## src/rtl/mem_bus_arbiter.sv

```systemverilog
// mem_bus_arbiter
//   Shares one downstream memory bus between the instruction fetch port
//   (read-only) and the load/store port (read/write with byte selects).
//   Each port captures single-cycle request pulses into a one-deep pending
//   register. The arbiter grants one port at a time, runs one req/ack
//   transaction downstream and returns data with a one-cycle ack pulse.
//   Transactions that receive no ack within TIMEOUT grant cycles are aborted
//   and completed with an error.
//
// Optional feature:
//   MEM_ARB_RR_EN  defined   -> round-robin between the two ports
//                  undefined -> fixed priority, LSU over fetch
//
// Ports:
//   i_clk, i_rst, i_clk_en        clock, async active-high reset, clock enable
//   i_f_read, i_f_addr            fetch request pulse and address
//   o_f_data, o_f_ack, o_f_err    fetch read data, completion pulse, timeout error
//   i_l_read, i_l_write           load / store request pulses
//   i_l_addr, i_l_wdata, i_l_sel  load/store address, store data, byte selects
//   o_l_data, o_l_ack, o_l_err    load data, completion pulse, timeout error
//   o_m_req, o_m_we, o_m_addr,    downstream request (held until ack/abort),
//   o_m_wdata, o_m_sel            write enable, address, write data, selects
//   i_m_data, i_m_ack             downstream read data and ack

module mem_bus_arbiter #(
    parameter int AW      = 32,
    parameter int DW      = 32,
    parameter int TIMEOUT = 16
) (
    input  logic              i_clk,
    input  logic              i_rst,
    input  logic              i_clk_en,
    input  logic              i_f_read,
    input  logic [AW-1:0]     i_f_addr,
    output logic [DW-1:0]     o_f_data,
    output logic              o_f_ack,
    output logic              o_f_err,
    input  logic              i_l_read,
    input  logic              i_l_write,
    input  logic [AW-1:0]     i_l_addr,
    input  logic [DW-1:0]     i_l_wdata,
    input  logic [DW/8-1:0]   i_l_sel,
    output logic [DW-1:0]     o_l_data,
    output logic              o_l_ack,
    output logic              o_l_err,
    output logic              o_m_req,
    output logic              o_m_we,
    output logic [AW-1:0]     o_m_addr,
    output logic [DW-1:0]     o_m_wdata,
    output logic [DW/8-1:0]   o_m_sel,
    input  logic [DW-1:0]     i_m_data,
    input  logic              i_m_ack
);

    localparam int SW = DW / 8;
    localparam int CW = (TIMEOUT > 0) ? $clog2(TIMEOUT + 1) : 1;

    typedef enum logic [1:0] {
        IDLE,
        GRANT_F,
        GRANT_L
    } state_t;

    state_t          state_q;

    // One-deep pending registers
    logic            f_pend_q;
    logic [AW-1:0]   f_addr_q;
    logic            l_pend_q;
    logic            l_we_q;
    logic [AW-1:0]   l_addr_q;
    logic [DW-1:0]   l_wdata_q;
    logic [SW-1:0]   l_sel_q;

    logic [CW-1:0]   tmo_q;

    // Registered outputs
    logic            m_req_q;
    logic            m_we_q;
    logic [AW-1:0]   m_addr_q;
    logic [DW-1:0]   m_wdata_q;
    logic [SW-1:0]   m_sel_q;
    logic [DW-1:0]   f_data_q;
    logic            f_ack_q;
    logic            f_err_q;
    logic [DW-1:0]   l_data_q;
    logic            l_ack_q;
    logic            l_err_q;

    logic            pick_l_d;
    logic            tmo_hit;

`ifdef MEM_ARB_RR_EN
    logic            last_l_q;   // 1: the LSU port won the most recent grant

    always_comb begin
        pick_l_d = l_pend_q;
        if (l_pend_q && f_pend_q) begin
            pick_l_d = !last_l_q;
        end
    end
`else
    always_comb begin
        pick_l_d = l_pend_q;
    end
`endif

    // TIMEOUT == 0 disables the abort path entirely.
    assign tmo_hit = (TIMEOUT != 0) && (tmo_q == CW'(TIMEOUT - 1));

    always_ff @(posedge i_clk or posedge i_rst) begin
        if (i_rst) begin
            state_q   <= IDLE;
            f_pend_q  <= 1'b0;
            f_addr_q  <= '0;
            l_pend_q  <= 1'b0;
            l_we_q    <= 1'b0;
            l_addr_q  <= '0;
            l_wdata_q <= '0;
            l_sel_q   <= '0;
            tmo_q     <= '0;
            m_req_q   <= 1'b0;
            m_we_q    <= 1'b0;
            m_addr_q  <= '0;
            m_wdata_q <= '0;
            m_sel_q   <= '0;
            f_data_q  <= '0;
            f_ack_q   <= 1'b0;
            f_err_q   <= 1'b0;
            l_data_q  <= '0;
            l_ack_q   <= 1'b0;
            l_err_q   <= 1'b0;
`ifdef MEM_ARB_RR_EN
            last_l_q  <= 1'b1;
`endif
        end else if (i_clk_en) begin
            f_ack_q <= 1'b0;
            f_err_q <= 1'b0;
            l_ack_q <= 1'b0;
            l_err_q <= 1'b0;

            // Capture only into an empty slot; the flag stays set until the
            // transaction completes, so pulses while in service are dropped.
            if (i_f_read && !f_pend_q) begin
                f_pend_q <= 1'b1;
                f_addr_q <= i_f_addr;
            end
            if ((i_l_read || i_l_write) && !l_pend_q) begin
                l_pend_q  <= 1'b1;
                l_we_q    <= i_l_write;
                l_addr_q  <= i_l_addr;
                l_wdata_q <= i_l_wdata;
                l_sel_q   <= i_l_sel;
            end

            case (state_q)
                IDLE: begin
                    m_req_q <= 1'b0;
                    tmo_q   <= '0;
                    if (f_pend_q || l_pend_q) begin
                        m_req_q <= 1'b1;
                        if (pick_l_d) begin
                            m_we_q    <= l_we_q;
                            m_addr_q  <= l_addr_q;
                            m_wdata_q <= l_wdata_q;
                            m_sel_q   <= l_sel_q;
                            state_q   <= GRANT_L;
                        end else begin
                            m_we_q    <= 1'b0;
                            m_addr_q  <= f_addr_q;
                            m_wdata_q <= '0;
                            m_sel_q   <= '1;
                            state_q   <= GRANT_F;
                        end
`ifdef MEM_ARB_RR_EN
                        last_l_q <= pick_l_d;
`endif
                    end
                end

                GRANT_F, GRANT_L: begin
                    // An ack on the timeout edge completes normally.
                    if (i_m_ack || tmo_hit) begin
                        m_req_q <= 1'b0;
                        state_q <= IDLE;
                        if (state_q == GRANT_F) begin
                            f_ack_q  <= 1'b1;
                            f_err_q  <= !i_m_ack;
                            f_data_q <= i_m_ack ? i_m_data : '0;
                            f_pend_q <= 1'b0;
                        end else begin
                            l_ack_q  <= 1'b1;
                            l_err_q  <= !i_m_ack;
                            l_data_q <= (i_m_ack && !m_we_q) ? i_m_data : '0;
                            l_pend_q <= 1'b0;
                        end
                    end else begin
                        tmo_q <= tmo_q + 1'b1;
                    end
                end

                default: begin
                    state_q <= IDLE;
                    m_req_q <= 1'b0;
                end
            endcase
        end
    end

    assign o_m_req   = m_req_q;
    assign o_m_we    = m_we_q;
    assign o_m_addr  = m_addr_q;
    assign o_m_wdata = m_wdata_q;
    assign o_m_sel   = m_sel_q;
    assign o_f_data  = f_data_q;
    assign o_f_ack   = f_ack_q;
    assign o_f_err   = f_err_q;
    assign o_l_data  = l_data_q;
    assign o_l_ack   = l_ack_q;
    assign o_l_err   = l_err_q;

endmodule

```

## config.mk

```make
export PLATFORM = sky130hd
export DESIGN_NAME = mem_bus_arbiter
export DESIGN_NICKNAME = d
export VERILOG_FILES = /design/src/rtl/mem_bus_arbiter.sv
export SDC_FILE = /design/constraint.sdc
export NUM_CORES = 1
export LEC_CHECK = 0
export BUFFER_PORTS_ARGS = -buffer_cell sky130_fd_sc_hd__buf_2
export CORE_MARGIN = 5
export CORE_UTILIZATION = 55
export DETAILED_ROUTE_END_ITERATION = 10
export PLACE_DENSITY_LB_ADDON = 0.12
export SLEW_MARGIN = 0
export SYNTH_ARGS = -nofsm -noshare
export SYNTH_HDL_FRONTEND = slang
export SYNTH_SLANG_ARGS = --single-unit
```

## constraint.sdc

```tcl
create_clock -name i_clk -period 18.4 [get_ports i_clk]
set_input_delay 3.68 -clock i_clk [delete_from_list [all_inputs] [get_ports i_clk]]
set_output_delay 3.68 -clock i_clk [all_outputs]
set_load 0.005 [all_outputs]
```

==> Word level (Yosys, flattened, before mapping) <==
Index checks and enable logic that the tools add are counted.
{ "word_totals": {"output_inout_bits": 138, "reg_bits": 248, "wordCells": 84, "inputBits": 139} }
{ "op_classes": {"n_reduce_logical": 21, "n_addsub": 1, "muxes": 35, "bitwise_logic": 1, "n_eq_ne": 6} }
{ "ops": {"columns": ["operator", "count"], "rows": [
  ["2-to-1 mux 32 bit", 4],
  ["2-to-1 mux 1 bit", 23],
  ["one-hot mux 5 bit (2 select lines)", 1],
  ["AND reduction 3 bit", 3],
  ["AND reduction 4 bit", 2],
  ["2-to-1 mux 2 bit", 3],
  ["inequality test 2 bit (second input constant)", 3],
  ["AND reduction 2 bit", 3],
  ["adder 5 x 1 -> 5 bit (second input constant)", 1],
  ["equality test 5 x 4 -> 1 bit (second input constant)", 1],
  ["2-to-1 mux 5 bit", 1],
  ["logical NOT 1 bit", 4],
  ["2-to-1 mux 4 bit", 1],
  ["one-hot mux 2 bit (2 select lines)", 1],
  ["logical AND 1 bit", 3],
  ["logical OR 1 bit", 3],
  ["equality test 2 x 1 -> 1 bit (second input constant)", 1],
  ["equality test 2 bit (second input constant)", 1],
  ["logical NOT 2 bit", 1],
  ["one-hot mux 1 bit (2 select lines)", 1],
  ["nonzero test 2 bit", 1],
  ["OR reduction 2 bit", 1],
  ["inverter 1 bit", 1]
]} }

==> Longest topological paths before layout <==
Gate-level depths: netlist of the first run.
{ "depth": {"word_depth": 6, "mapped_depth": 8, "ltp_nobuf": 6} }

==> Least setup slack after synthesis of the first run <==
No wires, ideal clock.
{ "synth_timing": {"kind": "input to register", "startpoint": "input port i_clk_en", "endpoint": "register l_sel_q[0]", "setup_ps": 125, "required_time_ps": 18275, "setup_slack_ps": 13667, "n_path_buf": 3, "cell_stages": 6, "arrival_time_ps": 4608, "path_cell_list": "buf_4 > o21ai_2 > nor2_4 > buf_6 > buf_6 > mux2_2"} }
{ "synth_via": {"elab_chain_len": 1} }
{ "synth_rtl": {"columns": ["element", "line", "source"], "rows": [
  ["from (decl)", "32", "input logic i_clk_en,"],
  ["AND reduction 2 bit (no source line)", null, null],
  ["to (signal assigned)", "153", "l_sel_q <= i_l_sel;"],
  ["to (decl)", "73", "logic [SW-1:0] l_sel_q;"]
]} }
Every way passes these cells.
A chain may end at the register's enable or synchronous reset.

==> Worst setup path in the final report of the first run <==
{ "layout_timing": {"startpoint": "input port i_m_ack", "endpoint": "register l_data_q[20], in the netlist o_l_data[20]"} }
{ "layout_via": {"elab_chain_len": 2, "elab_cells_between_ends": 4, "cone_classes": "mux (1); reduce/logical (3)"} }
{ "layout_rtl": {"columns": ["element", "line", "source"], "rows": [
  ["from (decl)", "52", "input logic i_m_ack"],
  ["logical OR 1 bit / logical AND 1 bit (equally long branches)", "183, 194", null],
  ["AND reduction 4 bit (no source line) / 2-to-1 mux 32 bit (equally long branches)", null, null],
  ["to (signal assigned)", "194", "l_data_q <= (i_m_ack && !m_we_q) ? i_m_data : '0;"],
  ["to (decl)", "86", "logic [DW-1:0] l_data_q;"]
]} }
Parallel ways exist; a longest one is shown, timed or not.

==> impl_metrics.json, run 1 <==
{
  "status": "finished, final reports clean",
  "ir_drop_uv": 121.4,
  "p_switching_uw": 664.3,
  "htreeDepth": 1,
  "placed_area_um2": 11380,
  "wl_per_cell_um": 17.34,
  "synth_nets": 1004,
  "cts_buffers": 26,
  "drt_pass1_iterations": 5,
  "worst_pin_slew_ns": 1.243,
  "ioPinCount": 277,
  "clock_skew_ns": 0.01996,
  "whs_ns": 0.4648,
  "swShare_pct": 31.95,
  "max_freq_ghz": 0.1666,
  "postRouteAntennaNets": 0,
  "utilization_pct": 68.65,
  "clockBufferDepth": 3,
  "die_y_um": 144.2,
  "viasPerCell": 5.189,
  "ys_dominant_reg_cell": "dfrtp_1",
  "synthArstFlopShare_pct": 100.0,
  "hold_path_class": "flop to flop",
  "row_count": 49,
  "period_minus_slack_ns": 6.003,
  "yosysTopAreaCellShare_pct": 62.63,
  "grt_max_degree": 119,
  "setup_violations": 0,
  "cts_resized": 0,
  "synth_seq_area_share_pct": 62.63,
  "place_ws_ns": 11.91,
  "critPathKind": "input pin to flop",
  "rsz0062_at_grt": "no",
  "drc": 0,
  "setup-tns-final_ns": 0,
  "pwr-share-clk_pct": 25.0,
  "cellPowerDensity_nw_per_um2": 169.8,
  "grt_pass1_vias": 7025,
  "startpoint_type": "input pin",
  "relSlewSlack_pct": 16.91,
  "yosys.area.top_type": "dfrtp_1",
  "root_buffer": "clkbuf_16",
  "num-fill-cells": 1398,
  "initialDrtViolationCount": 392,
  "reg2reg_slack_ns": 14.99,
  "clkLatencyLatePin_ns": 0.52,
  "pwr-share-seq_pct": 45.9,
  "die_area_um2": 20800,
  "synthCells": 860,
  "syn-mean-instance-area_um2": 11.52,
  "antenna_found_initial": 3,
  "nNetsFinal": 1259,
  "path_max_fanout": 40,
  "cp-end-kind": "flop",
  "yosys-top-cells-area": "dfrtp_1 63%, mux2_2 11%, o21ai_0 8.4%",
  "finalHoldViolCount": 0,
  "dp_hpwl_mm": 15.51,
  "syn_to_final_growth_pct": 23.61,
  "io_buffers": 276,
  "setup_slack_ns": 12.40,
  "yosysUniqueCellTypes": 34,
  "leakage_nw": 6.314,
  "cap_violations": 0,
  "placed_cells": 1316,
  "ys_warn_count": 0,
  "post-route-period-util_pct": 32.62,
  "initial_core_util_pct": 55.54,
  "core_area_um2": 17840,
  "crit_arrival_ns": 6.34,
  "intPower_mw": 1.415,
  "vias": 7094,
  "grt_pass1_wl_mm": 37.49,
  "required_ns": 18.73,
  "gp_congestion": 0.8119,
  "die_w_um": 144.2,
  "globalRouteTotalUtil_pct": 22.36,
  "holdBufCountCts": 0,
  "fin_cells": 1367,
  "ys_seq_elements": 248,
  "cts_tree": "done",
  "final_area_um2": 12250,
  "p_total_mw": 2.079,
  "clock-sinks": 248,
  "slew_violations": 0,
  "synth-edff-count": 0,
  "power_frac_comb_pct": 29.1,
  "clk_pin_slew_ns": 0.06,
  "netlist_area_um2": 9908,
  "drive_gt1_share_pct": 38.15,
  "drt-total-wl_mm": 23.70,
  "cts_setup_buffers": 0,
  "grt-ovfl-total": 0
}
==> path summary, 6_finish.rpt <==
path | cells past startpoint | startpoint | end
min in group asynchronous | 2 | i_rst | o_m_wdata[5]$_DFFE_PP0P_
max in group asynchronous | 4 | i_rst | o_m_addr[12]$_DFFE_PP0P_
worst max-delay path | 4 | i_m_ack | o_l_data[20]$_DFFE_PP0P_
worst min-delay path | 1 | tmo_q[3]$_DFFE_PP0P_ | tmo_q[3]$_DFFE_PP0P_
worst min register to register | 1 | tmo_q[3]$_DFFE_PP0P_ | tmo_q[3]$_DFFE_PP0P_
worst max register to register | 6 | tmo_q[0]$_DFFE_PP0P_ | o_l_data[20]$_DFFE_PP0P_
==> cells in the final DEF (no fill, tap or decap), types with 2 or more instances in the layout <==
master | Yosys | final
dfrtp_1 | 248 | 247
a21oi_1 | 2 | 2
o211ai_1 | 2 | 2
clkinv_2 | 0 | 8
bufinv_16 | 0 | 2
ha_1 | 5 | 5
nor2_1 | 7 | 7
buf_4 | 3 | 8
nand2_1 | 203 | 203
mux2_1 | 3 | 3
mux2_2 | 99 | 99
clkbuf_16 | 0 | 27
clkbuf_8 | 0 | 4
diode_2 | 0 | 3
inv_1 | 7 | 6
a31oi_1 | 2 | 2
buf_2 | 24 | 276
nand3b_1 | 2 | 2
a22o_1 | 2 | 2
mux2i_1 | 34 | 34
o2bb2ai_1 | 2 | 2
clkbuf_1 | 28 | 6
a21o_1 | 3 | 3
o21ai_0 | 167 | 167
==> synth_stat cells, types with 2 or more instances <==
cell type / number
a21oi_1: 2
clkbuf_1: 28
o211ai_1: 2
nand3b_1: 2
mux2_1: 3
nor2_1: 7
nor2b_1: 2
buf_2: 24
buf_4: 3
nand2_1: 203
a21o_1: 3
inv_1: 7
o2bb2ai_1: 2
buf_6: 2
a31oi_1: 2
mux2i_1: 34
dfrtp_1: 248
mux2_2: 99
o21ai_0: 167
a22o_1: 2
ha_1: 5
==> flip-flops by register name, indices dropped and copies added, names as in the netlist <==
| name | flops |
|---|---|
| f_addr_q | 32 |
| l_addr_q | 32 |
| l_wdata_q | 32 |
| o_f_data | 32 |
| o_l_data | 32 |
| o_m_addr | 32 |
| o_m_wdata | 32 |
| tmo_q | 5 |
| l_sel_q | 4 |
| o_m_sel | 4 |
| state_q | 2 |
| f_pend_q | 1 |
| l_pend_q | 1 |
| l_we_q | 1 |
| o_f_ack | 1 |
| o_f_err | 1 |
| o_l_ack | 1 |
| o_l_err | 1 |
| o_m_req | 1 |
| o_m_we | 1 |
==> kinds of logic (layout without fill, tap and decap cells) <==
group / after synthesis / after routing / share of synthesized area [%]
DFF: 248 / 248 / 62.63
buffers and inverters: 64 / 339 / 2.993
and+or+nand+nor: 223 / 223 / 8.966
other: 0 / 3 / 0
muxes: 136 / 136 / 15.03
adders and majority gates: 5 / 5 / 0.6314
AOI/OAI and AO/OA: 184 / 184 / 9.749
==> critical path: stages <==
cell and delay, ns:
buf_2 0.34, o211ai_2 1.08, nand2b_1 0.95, o21ai_0 0.26
==> power by group through the flow <==
stage               clock [mW]  sequential (mW)  combinational, mW
finish                   0.520            0.954              0.606
floorplan                    0            0.921              0.393
global placement             0            0.952              0.591
detailed placement           0            0.961              0.614
CTS                      0.530            0.955              0.617
global route             0.558            0.985              0.687
==> final cells by class <==
type / count / area [um2] / share of cell area, %
sequential: 248 / 6210 / 50.70
tap: 229 / 286.5 / 2.339
antenna: 3 / 7.507 / 0.06129
inverter: 7 / 33.78 / 0.2758
timing repair buffer: 284 / 1441 / 11.77
clock buffer: 37 / 753.2 / 6.150
clock inverter: 11 / 107.6 / 0.8785
multi-input combinational: 548 / 3408 / 27.83
==> per-layer routing <==
| layer | wire length (um) | vias up | GRT usage [%] |
|---|---|---|---|
| met5 | 22 | - | 0 |
| met4 | 443 | 6 | 5.596 |
| met3 | 2258 | 31 | 6.944 |
| met2 | 11110 | 242 | 35.30 |
| met1 | 9864 | 3385 | 30.65 |
| li1 | - | 3430 | - |
No activity file was read; power rests on OpenSTA's default activity.
==> run 2, diff against run 1 <==
ABC_AREA = 1   (was default)
CORE_UTILIZATION = 48   (was 55)
clock period = 5.2 ns   (was 18.4 ns; I/O delays follow)
==> impl_metrics.json, run 2 <==
{
  "yosys.area.top_type": "dfrtp_1",
  "clk_pin_slew_ns": 0.06,
  "setup_slack_ns": 2.533,
  "cts_tree": "done",
  "cellPowerDensity_nw_per_um2": 565.6,
  "grt_pass1_wl_mm": 42.23,
  "reg2reg_slack_ns": 2.59,
  "final_area_um2": 12520,
  "io_buffers": 276,
  "nNetsFinal": 1580,
  "grt-ovfl-total": 0,
  "grt_max_degree": 194,
  "cp_slowest_cell": "nand3_2",
  "setup_violations": 0,
  "worst_pin_slew_ns": 1.158,
  "drive_gt1_share_pct": 23.59,
  "dp_hpwl_mm": 16.50,
  "viasPerCell": 4.886,
  "cts_resized": 0,
  "cp-end-kind": "flop",
  "placed_cells": 1683,
  "power_frac_comb_pct": 29.7,
  "synth_nets": 1342,
  "path_max_fanout": 64,
  "drt-total-wl_mm": 26.14,
  "row_count": 53,
  "ioPinCount": 277,
  "drt_pass1_iterations": 5,
  "ys_top_cells_by_count": "580 x nand2_1, 248 x dfrtp_1, 117 x o21ai_0",
  "vias": 8433,
  "critPathKind": "input pin to flop",
  "synthCells": 1198,
  "synthArstFlopShare_pct": 100.0,
  "num-fill-cells": 1982,
  "pwr-share-seq_pct": 45.3,
  "yosysUniqueCellTypes": 25,
  "max_freq_ghz": 0.3750,
  "synth_seq_area_share_pct": 60.19,
  "syn_to_final_growth_pct": 21.43,
  "ir_drop_uv": 279.9,
  "synthMostInstantiatedCell": "nand2_1",
  "htreeDepth": 1,
  "startpoint_type": "input pin",
  "swShare_pct": 34.33,
  "die_y_um": 156.6,
  "ys_warn_count": 0,
  "crit_path_max_incr_delay_ns": 0.77,
  "pwr-share-clk_pct": 25.0,
  "whs_ns": 0.4696,
  "status": "finished, final reports clean",
  "grt_pass1_vias": 8338,
  "holdBufCountCts": 0,
  "core_area_um2": 21090,
  "wl_per_cell_um": 15.14,
  "ys_seq_elements": 248,
  "slew_violations": 0,
  "die_w_um": 156.6,
  "cts_buffers": 26,
  "period_minus_slack_ns": 2.667,
  "post-route-period-util_pct": 51.29,
  "relSlewSlack_pct": 22.82,
  "hold_path_class": "flop to flop",
  "finalHoldViolCount": 0,
  "clockBufferDepth": 3,
  "ys_dominant_reg_cell": "dfrtp_1",
  "initialDrtViolationCount": 463,
  "final_common_cell": "nand2_1",
  "cts_setup_buffers": 0,
  "root_buffer": "clkbuf_16",
  "synth-edff-count": 0,
  "layout_common_cells": "580 x nand2_1, 276 x buf_2, 247 x dfrtp_1",
  "die_area_um2": 24510,
  "clock-sinks": 248,
  "gp_congestion": 0.7896,
  "p_switching_mw": 2.431,
  "placed_area_um2": 11700,
  "intPower_mw": 4.650,
  "utilization_pct": 59.37,
  "clkLatencyLatePin_ns": 0.52,
  "rsz0062_at_grt": "no",
  "initial_core_util_pct": 48.89,
  "crit_chain": "buf_2 -> inv_2 -> nand2_1 -> nand3_2 -> o21ai_0",
  "yosysTopAreaCellShare_pct": 60.19,
  "p_total_mw": 7.081,
  "globalRouteTotalUtil_pct": 20.83,
  "drc": 0,
  "netlist_area_um2": 10310,
  "crit_arrival_ns": 3.06,
  "place_ws_ns": 1.980,
  "clock_skew_ns": 0.006205,
  "antenna_found_initial": 3,
  "required_ns": 5.59,
  "cap_violations": 0,
  "syn-mean-instance-area_um2": 8.606,
  "fin_cells": 1726,
  "setup-tns-final_ns": 0,
  "yosys-top-cells-area": "dfrtp_1 60%, nand2_1 21%, o21ai_0 5.7%",
  "postRouteAntennaNets": 0,
  "leakage_nw": 7.005
}
==> run 2: cell count changes after synthesis, sizes merged, moves of 3 or more <==
cell	previous run	this run
nand2	203	584
buf	29	52
a21oi	2	5
nand3	0	77
mux2	102	0
o211ai	3	0
clkbuf	28	22
mux2i	34	0
o21ai	169	138
a21o	3	0
inv	7	47
nor2	8	16
==> run 2: power by group through the flow <==
stage	Sequential (mW)	Combinational (mW)	Clock, mW
floorplan	3.19	1.34	0
global placement	3.21	2.08	0
detailed placement	3.23	2.14	0
CTS	3.21	2.15	1.81
global route	3.30	2.45	1.89
finish	3.21	2.10	1.77
==> run 2: layout make-up <==
class / count / area [um2] / share of cell area (%)
flip-flops and latches: 248 / 6207 / 49.58
repair buffers: 284 / 1454 / 11.61
multi-input cells: 829 / 3513 / 28.06
inverters: 47 / 181.4 / 1.449
well taps: 275 / 344.1 / 2.748
clock inverters: 1 / 8.758 / 0.06996
diodes: 1 / 2.502 / 0.01999
clock buffers: 41 / 808.3 / 6.456
==> run 2: critical path: cells and delay by family <==
| kind | cells | cell delay, ns |
|---|---|---|
| AND/OR/NAND/NOR | 2 | 0.88 |
| buffers and inverters | 2 | 0.60 |
| AO/OA/AOI/OAI | 1 | 0.49 |
==> run 2: per-layer routing <==
layer  routed length, um  share of wire [%]  global-route usage, %
met4                 521                2.0                  5.041
met1               11640                 45                  29.80
met3                1887                7.2                  4.038
met2               12060                 46                  33.18
met5                  25              0.096                      0
==> run 2: worst paths after layout <==
check                      depth (start not counted)                   endpoint              startpoint
setup / recovery                                   5    o_f_data[4]$_DFFE_PP0P_                 i_m_ack
hold / removal                                     2     state_q[1]$_DFFE_PP0P_  state_q[1]$_DFFE_PP0P_
setup reg to reg                                   8   o_m_addr[28]$_DFFE_PP0P_  state_q[0]$_DFFE_PP0P_
hold reg to reg                                    2     state_q[1]$_DFFE_PP0P_  state_q[1]$_DFFE_PP0P_
max in group asynchronous                          3  l_wdata_q[28]$_DFFE_PP0P_                   i_rst
min in group asynchronous                          3   f_addr_q[18]$_DFFE_PP0P_                   i_rst
==> run 2: cells by family after synthesis <==
kind of cell             after synthesis  share of synthesized area (%)
XOR/XNOR                               1                        0.08497
AND/OR/NAND/NOR                      679                          26.15
AO/OA/AOI/OAI                        144                          7.184
adder cells (fa/ha/maj)                5                         0.6068
flip-flops                           248                          60.19
buffers and inverters                121                          5.777
